$ cat src/rtl/sdram_arbiter.sv
// rtl/sdram_arbiter.sv - two-port arbiter sharing one sdram_ctl between CPU (port 0) and DMA (port 1)
// One complete sdram_ctl operation per grant; registered ack/err/rdata back to the granted port.
module sdram_arbiter #(
    parameter int ADDR_W     = 25,
    parameter int DATA_W     = 16,
    parameter int FIXED_PRIO = 0,
    parameter int MAX_WAIT   = 1024
) (
    input  logic              clk,
    input  logic              rst,
    input  logic              p0_req,
    input  logic              p0_we,
    input  logic [ADDR_W-1:0] p0_addr,
    input  logic [DATA_W-1:0] p0_wdata,
    output logic              p0_ack,
    output logic              p0_err,
    output logic [DATA_W-1:0] p0_rdata,
    input  logic              p1_req,
    input  logic              p1_we,
    input  logic [ADDR_W-1:0] p1_addr,
    input  logic [DATA_W-1:0] p1_wdata,
    output logic              p1_ack,
    output logic              p1_err,
    output logic [DATA_W-1:0] p1_rdata,
    output logic              ctl_write_en,
    output logic [ADDR_W-1:0] ctl_addr,
    output logic [DATA_W-1:0] ctl_data_in,
    output logic              ctl_refresh_data,
    input  logic [DATA_W-1:0] ctl_data_out,
    input  logic              ctl_data_ready,
    output logic              busy,
    output logic              grant
);

    localparam logic [1:0] S_IDLE  = 2'd0;
    localparam logic [1:0] S_ISSUE = 2'd1;
    localparam logic [1:0] S_WAIT  = 2'd2;
    localparam logic [1:0] S_RESP  = 2'd3;
    localparam int CNT_W = $clog2(MAX_WAIT + 1);

    logic [1:0]        r_state;
    logic              r_last_grant;
    logic              r_grant;
    logic [CNT_W-1:0]  r_cnt;
    logic              r_ctl_we;
    logic [ADDR_W-1:0] r_ctl_addr;
    logic [DATA_W-1:0] r_ctl_din;
    logic              r_ctl_ref;
    logic              r_busy;
    logic              r_p0_ack, r_p1_ack, r_p0_err, r_p1_err;
    logic [DATA_W-1:0] r_p0_rdata, r_p1_rdata;

    logic w_any;
    logic w_pick;
    logic w_timeout;
    logic w_done;
    logic w_fail;

    always_comb begin
        w_any = p0_req | p1_req;
        if (p0_req && p1_req)
            w_pick = (FIXED_PRIO != 0) ? 1'b0 : ~r_last_grant;
        else
            w_pick = p1_req;
        w_timeout = (r_cnt == CNT_W'(MAX_WAIT - 1));
        w_done    = (r_state == S_WAIT) && ctl_data_ready;
        // ISSUE times out only while the controller has not yet accepted; WAIT only while not done
        w_fail    = w_timeout && (((r_state == S_ISSUE) && ctl_data_ready) ||
                                  ((r_state == S_WAIT) && !ctl_data_ready));
    end

    always_ff @(posedge clk or negedge rst) begin
        if (!rst) begin
            r_state      <= S_IDLE;
            r_last_grant <= 1'b1;
            r_grant      <= 1'b0;
            r_cnt        <= '0;
            r_ctl_we     <= 1'b0;
            r_ctl_addr   <= '0;
            r_ctl_din    <= '0;
            r_ctl_ref    <= 1'b0;
            r_busy       <= 1'b0;
            r_p0_ack     <= 1'b0;
            r_p1_ack     <= 1'b0;
            r_p0_err     <= 1'b0;
            r_p1_err     <= 1'b0;
            r_p0_rdata   <= '0;
            r_p1_rdata   <= '0;
        end else begin
            r_p0_ack <= 1'b0;
            r_p1_ack <= 1'b0;
            r_p0_err <= 1'b0;
            r_p1_err <= 1'b0;
            case (r_state)
                S_IDLE: begin
                    if (w_any) begin
                        r_grant      <= w_pick;
                        r_last_grant <= w_pick;
                        r_ctl_we     <= w_pick ? p1_we    : p0_we;
                        r_ctl_addr   <= w_pick ? p1_addr  : p0_addr;
                        r_ctl_din    <= w_pick ? p1_wdata : p0_wdata;
                        r_ctl_ref    <= 1'b1;
                        r_cnt        <= '0;
                        r_busy       <= 1'b1;
                        r_state      <= S_ISSUE;
                    end
                end
                S_ISSUE, S_WAIT: begin
                    r_cnt <= r_cnt + 1'b1;
                    if (w_done || w_fail) begin
                        r_ctl_ref <= 1'b0;
                        r_state   <= S_RESP;
                        // ack is registered here so it is high for exactly the RESP cycle
                        if (r_grant) begin
                            r_p1_ack <= 1'b1;
                            r_p1_err <= w_fail;
                            if (w_done && !r_ctl_we)
                                r_p1_rdata <= ctl_data_out;
                        end else begin
                            r_p0_ack <= 1'b1;
                            r_p0_err <= w_fail;
                            if (w_done && !r_ctl_we)
                                r_p0_rdata <= ctl_data_out;
                        end
                    end else if ((r_state == S_ISSUE) && !ctl_data_ready) begin
                        r_state <= S_WAIT;
                    end
                end
                default: begin
                    r_busy  <= 1'b0;
                    r_state <= S_IDLE;
                end
            endcase
        end
    end

    assign p0_ack           = r_p0_ack;
    assign p0_err           = r_p0_err;
    assign p0_rdata         = r_p0_rdata;
    assign p1_ack           = r_p1_ack;
    assign p1_err           = r_p1_err;
    assign p1_rdata         = r_p1_rdata;
    assign ctl_write_en     = r_ctl_we;
    assign ctl_addr         = r_ctl_addr;
    assign ctl_data_in      = r_ctl_din;
    assign ctl_refresh_data = r_ctl_ref;
    assign busy             = r_busy;
    assign grant            = r_grant;

endmodule

$ cat config.mk
export PLATFORM = sky130hd
export DESIGN_NAME = sdram_arbiter
export DESIGN_NICKNAME = d
export VERILOG_FILES = /design/src/rtl/sdram_arbiter.sv
export SDC_FILE = /design/constraint.sdc
export NUM_CORES = 1
export LEC_CHECK = 0
export CAP_MARGIN = 5
export CORE_ASPECT_RATIO = 1.2
export CORE_MARGIN = 2
export CORE_UTILIZATION = 42
export DETAILED_ROUTE_END_ITERATION = 10
export PLACE_DENSITY = 0.88
export SYNTH_ARGS = -nofsm -noshare
export SYNTH_HDL_FRONTEND = slang
export SYNTH_SLANG_ARGS = --single-unit
$ cat constraint.sdc
create_clock -name clk -period 2.1 [get_ports clk]
set_input_delay 0.42 -clock clk [delete_from_list [all_inputs] [get_ports clk]]
set_output_delay 0.42 -clock clk [all_outputs]
set_load 0.02 [all_outputs]
Yosys cells after proc, flatten, opt, wreduce, memory -nomap -nowiden:

Cells that the tools add are included.

* muxes and demuxes: 26
* reduce and logical (&&, ||, !) cells: 21
* eq/ne operators: 6
* add/subtract/negate cells: 1
* bitwise gates (word level): 4

Operator list (number)
* $mux 25: 1
* $pmux 11 s2: 1
* $mux 1: 16
* $mux 16: 1
* $add 11x1->11 const B: 1
* $eq 11x10->1 const B: 1
* $mux 11: 1
* $reduce_and 2->1: 4
* $reduce_and 4->1: 2
* $logic_and 1x1->1: 7
* $mux 2: 3
* $ne 2x2->1 const B: 2
* $pmux 1 s2: 2
* $pmux 2 s2: 1
* $ne 3x3->1 const B: 1
* $not 1->1: 3
* $reduce_and 3->1: 1
* $eq 2x1->1 const B: 1
* $eq 2x2->1 const B: 1
* $logic_not 1->1: 2
* $logic_not 2->1: 1
* $logic_or 1x1->1: 2
* $reduce_bool 2->1: 1
* $reduce_or 2->1: 1
* $or 1x1->1: 1

* word-level logic and storage cells: 73
* output and inout port bits: 81
* flip-flop bits (word level): 95
* bits of input ports: 105

Longest topological paths before layout:

* depth after elaboration: 7
* gate-level depth with buffers: 7

Least setup slack after synthesis:

No wires, ideal clock.

* kind: register to register
* start: register r_state[0]
* end: register r_p0_rdata[0] (netlist: p0_rdata[0])
* path slack: 0.215 ns
* arrival: 1.760 ns
* clock period less this slack: 1.885 ns
* library setup time: 0.125 ns
* buffers on the path: 1
* required time: 1.975 ns
* stages on the path, launching flop included: 7
* cell sequence: dfrtp_1 inv_1 ha_1 nand2_1 nor4b_4 buf_4 mux2_2

* word-level cells in the longest chain between the ends: 6
* elaborated cells between the ends (all ways): 11
* those cells by class: eq/ne: 2; reduce/logical: 9

RTL lines
* from (decl): RTL line 41 `logic [1:0] r_state;`
* from (signal assigned): RTL line 74 `r_state <= S_IDLE;`
* from (signal assigned): RTL line 105 `r_state <= S_ISSUE;`
* from (signal assigned): RTL line 112 `r_state <= S_RESP;`
* $eq 2x1->1 or $eq 2x2->1 (tied branches)
* $logic_and 1x1->1 (on tied branches): RTL line 68, 69
* $logic_or 1x1->1: RTL line 68 `w_fail = w_timeout && (((r_state == S_ISSUE) && ctl_data_ready) ||`
* $logic_and 1x1->1: RTL line 68
* $logic_or 1x1->1: RTL line 110 `if (w_done || w_fail) begin`
* $reduce_and 4->1 (no line) *
* to (signal assigned): RTL line 123 `r_p0_rdata <= ctl_data_out;`
* to (decl): RTL line 51 `logic [DATA_W-1:0] r_p0_rdata, r_p1_rdata;`

Every way passes the cells marked *; elsewhere a longest branch is shown, timed or not.
A chain may end at the register's enable or synchronous reset.

Worst setup path after layout:

* start: register r_grant (netlist: grant)
* end: output grant

RTL lines
* from (decl): RTL line 43 `logic r_grant;`
* from (signal assigned): RTL line 97 `r_grant <= w_pick;`
* to (decl): RTL line 32 `output logic grant`

No word-level cell between the ends.

==> impl_metrics.py <==
metrics = {
    "global_routing": {
        "grt_pass1_wl_um": 17400,
        "grt_overflow_total": 0,
        "grt_usage_pct": 20.7,
        "grt_max_degree": 73,
        "grt_antenna_before_repair": 0,
        "grt_pass1_vias": 3624,
    },
    "floorplan": {
        "io_pins": 186,
        "core-area_sq_um": 9960,
        "row_count": 40,
        "die_area_sq_um": 11000,
        "die_x_um": 96.1,
        "die_y_um": 115,
        "start_util_pct": 43.0,
    },
    "synthesis": {
        "synth_edf_count": 0,
        "ys_top_cells_by_count": "94 x dfrtp_1, 57 x nand2_1, 56 x o21ai_0",
        "synth_flop_cell": "dfrtp_1",
        "synth_cell_types": 46,
        "async_flop_share_pct": 100,
        "synth_top_area_cell": "dfrtp_1",
        "syn_inst": 366,
        "ys_seq_elements": 95,
        "synth.area.top_cells": "dfrtp_1 55%, mux2i_1 10%, o21ai_0 6.5%",
        "synth_top_cell_area_share_pct": 55.0,
        "yosysSeqAreaShare_pct": 55.6,
        "syn_avg_cell_area_sq_um": 11.7,
        "synth_nets": 476,
        "synth_most_common_cell": "dfrtp_1",
        "netlist_area_sq_um": 4280,
        "ys.warnings.count": 0,
    },
    "sta": {
        "setup_viol_count_final": 0,
        "fmax_mhz": 510,
        "fin_ws_ps": 139,
        "slew_headroom_pct": 67.3,
        "post-route-period-util_pct": 93.4,
        "finalClockSkew_ps": 7.42,
        "hold_viol_final": 0,
        "max_slew.worst_pin.slew_ps": 489,
        "post-route-min-period_ps": 1960,
        "drv_slew": 0,
        "tns_ps": 0,
        "rsz0062_at_grt": "false",
    },
    "clocking": {
        "cts_tree": "yes",
        "ctsResizeCount": 0,
        "cts_htree_levels": 3,
        "cts_made_buffers": 9,
        "clock-root-buffer": "clkbuf_16",
        "cts_hold_buf": 0,
        "clkTransAtPathRegs_ps": 60,
        "postCtsSetupBuffers": 0,
        "cts_buffer_depth": 2,
        "insertion_delay_ps": 340,
        "cts_sinks": 95,
    },
    "routing": {
        "first_pass_iters": 4,
        "ant_nets": 0,
        "drc": 0,
        "drt-wirelength-per-cell_um": 15.8,
        "wirelength_um": 10800,
        "viasPerCell": 5.12,
        "vias": 3519,
        "drtIter0Drc": 130,
    },
    "finish": {
        "area_growth_pct": 55.8,
        "diodes": 0,
        "finalNetCount": 666,
        "regArea_sq_um": 2380,
        "multiInputGateArea_sq_um": 1800,
        "n_fill_cell": 713,
        "drive_above_1_share_pct": 12.7,
        "fin_cells": 687,
    },
    "placement": {
        "finalWeightedCongestion": 0.813,
        "io_buffer_count": 185,
        "dp_hpwl_um": 8440,
        "dp_cells": 671,
        "place_ws_ps": 49.1,
    },
    "worst_setup_path": {
        "cp_num_cells": 1,
        "worst_path_max_delay_cell": "clkdlybuf4s50_1",
        "startpoint_type": "flop",
        "worstPathArrival_ps": 1540,
        "cp-end-kind": "primary output",
        "reg2reg_slack_ps": 150,
        "regToRegEndpoint": "r_cnt[2]",
        "slowest_delay_ps": 670,
        "r2r_cells": 6,
        "cp.required_ps": 1680,
        "startpoint": "grant",
        "worstPathCellList": "clkdlybuf4s50_1",
        "reg2reg_from": "r_state[0]",
        "path_max_fanout": 7,
        "worstSetupEndpoint": "grant",
        "critPathBufInv": 1,
        "critPathKind": "reg -> out",
        "cp_top_family": "buffers and inverters",
    },
    "flow_run": {
        "max_cap_viol_count": 0,
    },
    "worst_hold_path": {
        "hold_path_class": "in -> async",
    },
    "pwr": {
        "leakage_nw": 2.94,
        "ir_worst_vdd_v": 0.000692,
        "powerDensity_nw_per_um2": 1330,
    },
    "status": {
        "run_status": "finished clean",
    },
}
through the flow:
stage / utilization [%] / power [mW] / hold WS [ps] / instance area [sq um]
after CTS: 67.0 / 8.97 / 41.1 / 6670
final: 67.0 / 8.88 / 36.1 / 6670
after global placement: 63.9 / 7.15 / 403 / 6370
after floorplan: - / 5.19 / 124 / 4280
after detailed placement: 63.9 / 7.33 / 408 / 6370
after global routing: 67.0 / 9.42 / 64.7 / 6670
worst reg2reg max path, stage by stage (launching register included):
cell and delay [ps]:
dfrtp_1 390, inv_1 100, ha_1 390, buf_4 250, nor3b_1 460, nand2_1 110, o21ai_0 160
layout by cell type (no fill, tap or decap), drive strengths merged, types with 2 or more instances in the layout:
master,Yosys,routed
clkdlybuf4s50,0,184
dfrtp,94,94
nand2,58,58
o21ai,57,57
mux2i,43,43
mux2,32,32
buf,10,16
clkbuf,11,11
nand3,5,5
ha,5,5
clkinv,0,4
inv,3,3
or3,3,3
nor3,3,3
o31a,3,3
nor2,3,3
o21a,3,3
o41ai,3,3
nor3b,3,3
nand3b,2,2
a21o,2,2
a21oi,2,2
nor4,2,2
o31ai,2,2
nor4b,2,2
a22o,2,2
kinds of logic (layout without fill, tap and decap cells):
kind of cell | count (synthesis) | count (layout) | synth area share (%)
AOI/OAI and AO/OA | 81 | 81 | 11.1
muxes | 75 | 75 | 19.4
DFF | 95 | 95 | 55.6
adders and majority gates | 5 | 5 | 1.46
buffers and inverters | 24 | 219 | 2.95
and+or+nand+nor | 86 | 86 | 9.56
layer usage:
layer | routed length (um) | up-vias | global-route usage [%]
li1 | - | 1679 | -
met1 | 4300 | 1661 | 24.8
met2 | 5450 | 161 | 34.4
met3 | 847 | 18 | 6.06
met4 | 251 | 0 | 8.76
met5 | 0 | - | 0
layout make-up:
class,count,area share (%)
clock inverter,5,0.863
multi-input combinational,247,26.9
timing repair buffer,200,30.4
sequential,95,35.7
clock buffer,11,3.64
inverter,3,0.169
tap,126,2.36
report_power, final:
part           switching [mW]  internal [mW]
sequential              0.472           2.56
combinational            2.13           2.10
clock                   0.664          0.955
total                    3.26           5.61
state kept, by name (all words and copies together), names as in the netlist, 2 cells and up:
name and flops:
ctl_addr 25, ctl_data_in 16, p0_rdata 16, p1_rdata 16, r_cnt 11, r_state 2
worst min path at each step:
stage,end,slack [ps]
2_1_floorplan,busy,120
3_3_place_gp,p1_rdata[7],400
3_5_place_dp,p0_ack,410
4_1_cts,p0_ack,40
5_1_grt,p1_rdata[7],60
6_report,p1_rdata[8],40
No activity file was read; power rests on OpenSTA's default activity.
==> RTL change: new RTL, same settings <==
Change the parameter `ADDR_W` from 25 to 33.
--- a/src/rtl/sdram_arbiter.sv
+++ b/src/rtl/sdram_arbiter.sv
@@ -1,7 +1,7 @@
 // rtl/sdram_arbiter.sv - two-port arbiter sharing one sdram_ctl between CPU (port 0) and DMA (port 1)
 // One complete sdram_ctl operation per grant; registered ack/err/rdata back to the granted port.
 module sdram_arbiter #(
-    parameter int ADDR_W     = 25,
+    parameter int ADDR_W     = 33,
     parameter int DATA_W     = 16,
     parameter int FIXED_PRIO = 0,
     parameter int MAX_WAIT   = 1024
Interface: changed (resized ctl_addr, p0_addr and p1_addr); port bits go from 186 to 210. No check against the original RTL was run, so the function may have changed too.
==> RTL change against the original RTL <==
  * Synthesized area grew 6.6%
  * Die area grew 6.4%
  * First-iteration DRC count shrank 6.2%
  * Wire length grew 11%
  * Cell area grew 9.5%
  * Critical path depth grew 4
  * Worst setup slack lost 0.076 ns
  * Sequential share of layout area shrank 0.36 points
  * Final cell count grew 9.5%
  * Sequential cell count grew 8
  * Power grew 12%
  * Critical path type is now flop to flop
  * Largest power group unchanged
==> RTL change: results (changes against the original RTL) <==
| Metric | Value |
|---|---|
| Non-Filler Instances | 752 (was 687) |
| Inst Count DP | 734 (was 671) |
| First-pass GRT wire length | 19,600 um (was 17,400 um) |
| P_leak | 3.18 nW (was 2.94 nW) |
| Mapped Cells | 396 (was 366) |
| Status | completed (unchanged) |
| Met3 usage | 4.44% (was 6.06%) |
| Comb group | 4.96 mW (was 4.23 mW) |
| GRT Overall Usage | 21.1% (was 20.7%) |
| FF-to-FF setup slack | 0.06 ns (was 0.15 ns) |
| Worst VDD drop | 761 uV (was 692 uV) |
| Register area share after synthesis | 56.5% (was 55.6%) |
| Unique masters post-synth | 40 (was 46) |
| Met2 WL | 6510 um (was 5450 um) |
| DP Wirelength | 9270 um (was 8440 um) |
| Seq pwr | 3.33 mW (was 3.03 mW) |
| Pre-CTS setup slack | -0.0837 ns (was 0.0491 ns) |
| R2R cell count | 5 (was 6) |
| Vias in the first global route | 4,009 (was 3,624) |
| Post-Synth XOR/XNOR Area | 0.960% (was 0%) |
| Synth top area cells | dfrtp_1 (56%), mux2i_1 (11%), mux2_2 (8.1%), o21ai_0 (6.1%), nand2_1 (4.9%) (was dfrtp_1 (55%), mux2i_1 (10%), o21ai_0 (6.5%), mux2_2 (5.8%), nand2_1 (5.0%)) |
| Grt met1 use | 23.3% (was 24.8%) |
| Vias | 3,787 (was 3,519) |
| Mux contribution to synthesized area | 19.3% (was 19.4%) |
| Int Power | 6.16 mW (was 5.61 mW) |
| Crit path max-delay cell type | or4_1 (was clkdlybuf4s50_1) |
| Min-Delay Path Class | flop to flop (was primary input to async pin) |
| Critical Path AT | 2.31 ns (was 1.54 ns) |
| Largest register FFs | 33 (was 25) |
| Share of cells above drive strength 1 | 14.3% (was 12.7%) |
| CP max stage delay | 0.53 ns (was 0.67 ns) |
| Top delay family on crit path | simple AND/OR/NAND/NOR gates (was buffers and inverters) |
| Adder-Cell Fraction of Synth Area | 1.37% (was 1.46%) |
| Crit path capture | r_cnt[9] (was grant) |
| Met2 Use GR | 38.5% (was 34.4%) |
| Commonest cells post-synth | dfrtp_1 (102), nand2_1 (59), o21ai_0 (56), mux2i_1 (51), mux2_2 (33) (was dfrtp_1 (94), nand2_1 (57), o21ai_0 (56), mux2i_1 (43), mux2_2 (22)) |
| Post-layout nets | 744 (was 666) |
| DRC marker count from the first detailed-route iteration | 122 (was 130) |
| Maximum net fanout on the critical path | 5 (was 7) |
| Worst setup path start | r_state[1] (was grant) |
| Pin count of the biggest net entering global routing | 55 (was 73) |
[RTL change: cell types whose count changed after synthesis, sizes merged, moves of 4 or more]
cell,unedited run,this run
xnor2,0,4
dfrtp,94,102
mux2i,43,51
nor2,3,14
[RTL change: worst reg2reg max path, delay by kind of cell (launching register included)]
kind	cells	cell delay, ns
AOI/OAI and AO/OA	1	0.15
DFF	1	0.41
and+or+nand+nor	3	1.17
adders and majority gates	1	0.24
[RTL change: what timing repair did]
item | CTS | global route
hold endpoints to repair | 23 | 0
setup endpoints to repair | 0 | 2
resized for setup | 0 | 2
hold buffers | 1 | 0
setup buffers | 0 | 1
[RTL change: area by class of cell]
| type | count | area (um^2) |
|---|---|---|
| multi-input cells | 269 | 1920 |
| well taps | 129 | 161 |
| flip-flops and latches | 103 | 2580 |
| inverters | 3 | 11.3 |
| clock buffers | 10 | 239 |
| fillers | 749 | 3260 |
| clock inverters | 6 | 52.6 |
| repair buffers | 232 | 2340 |
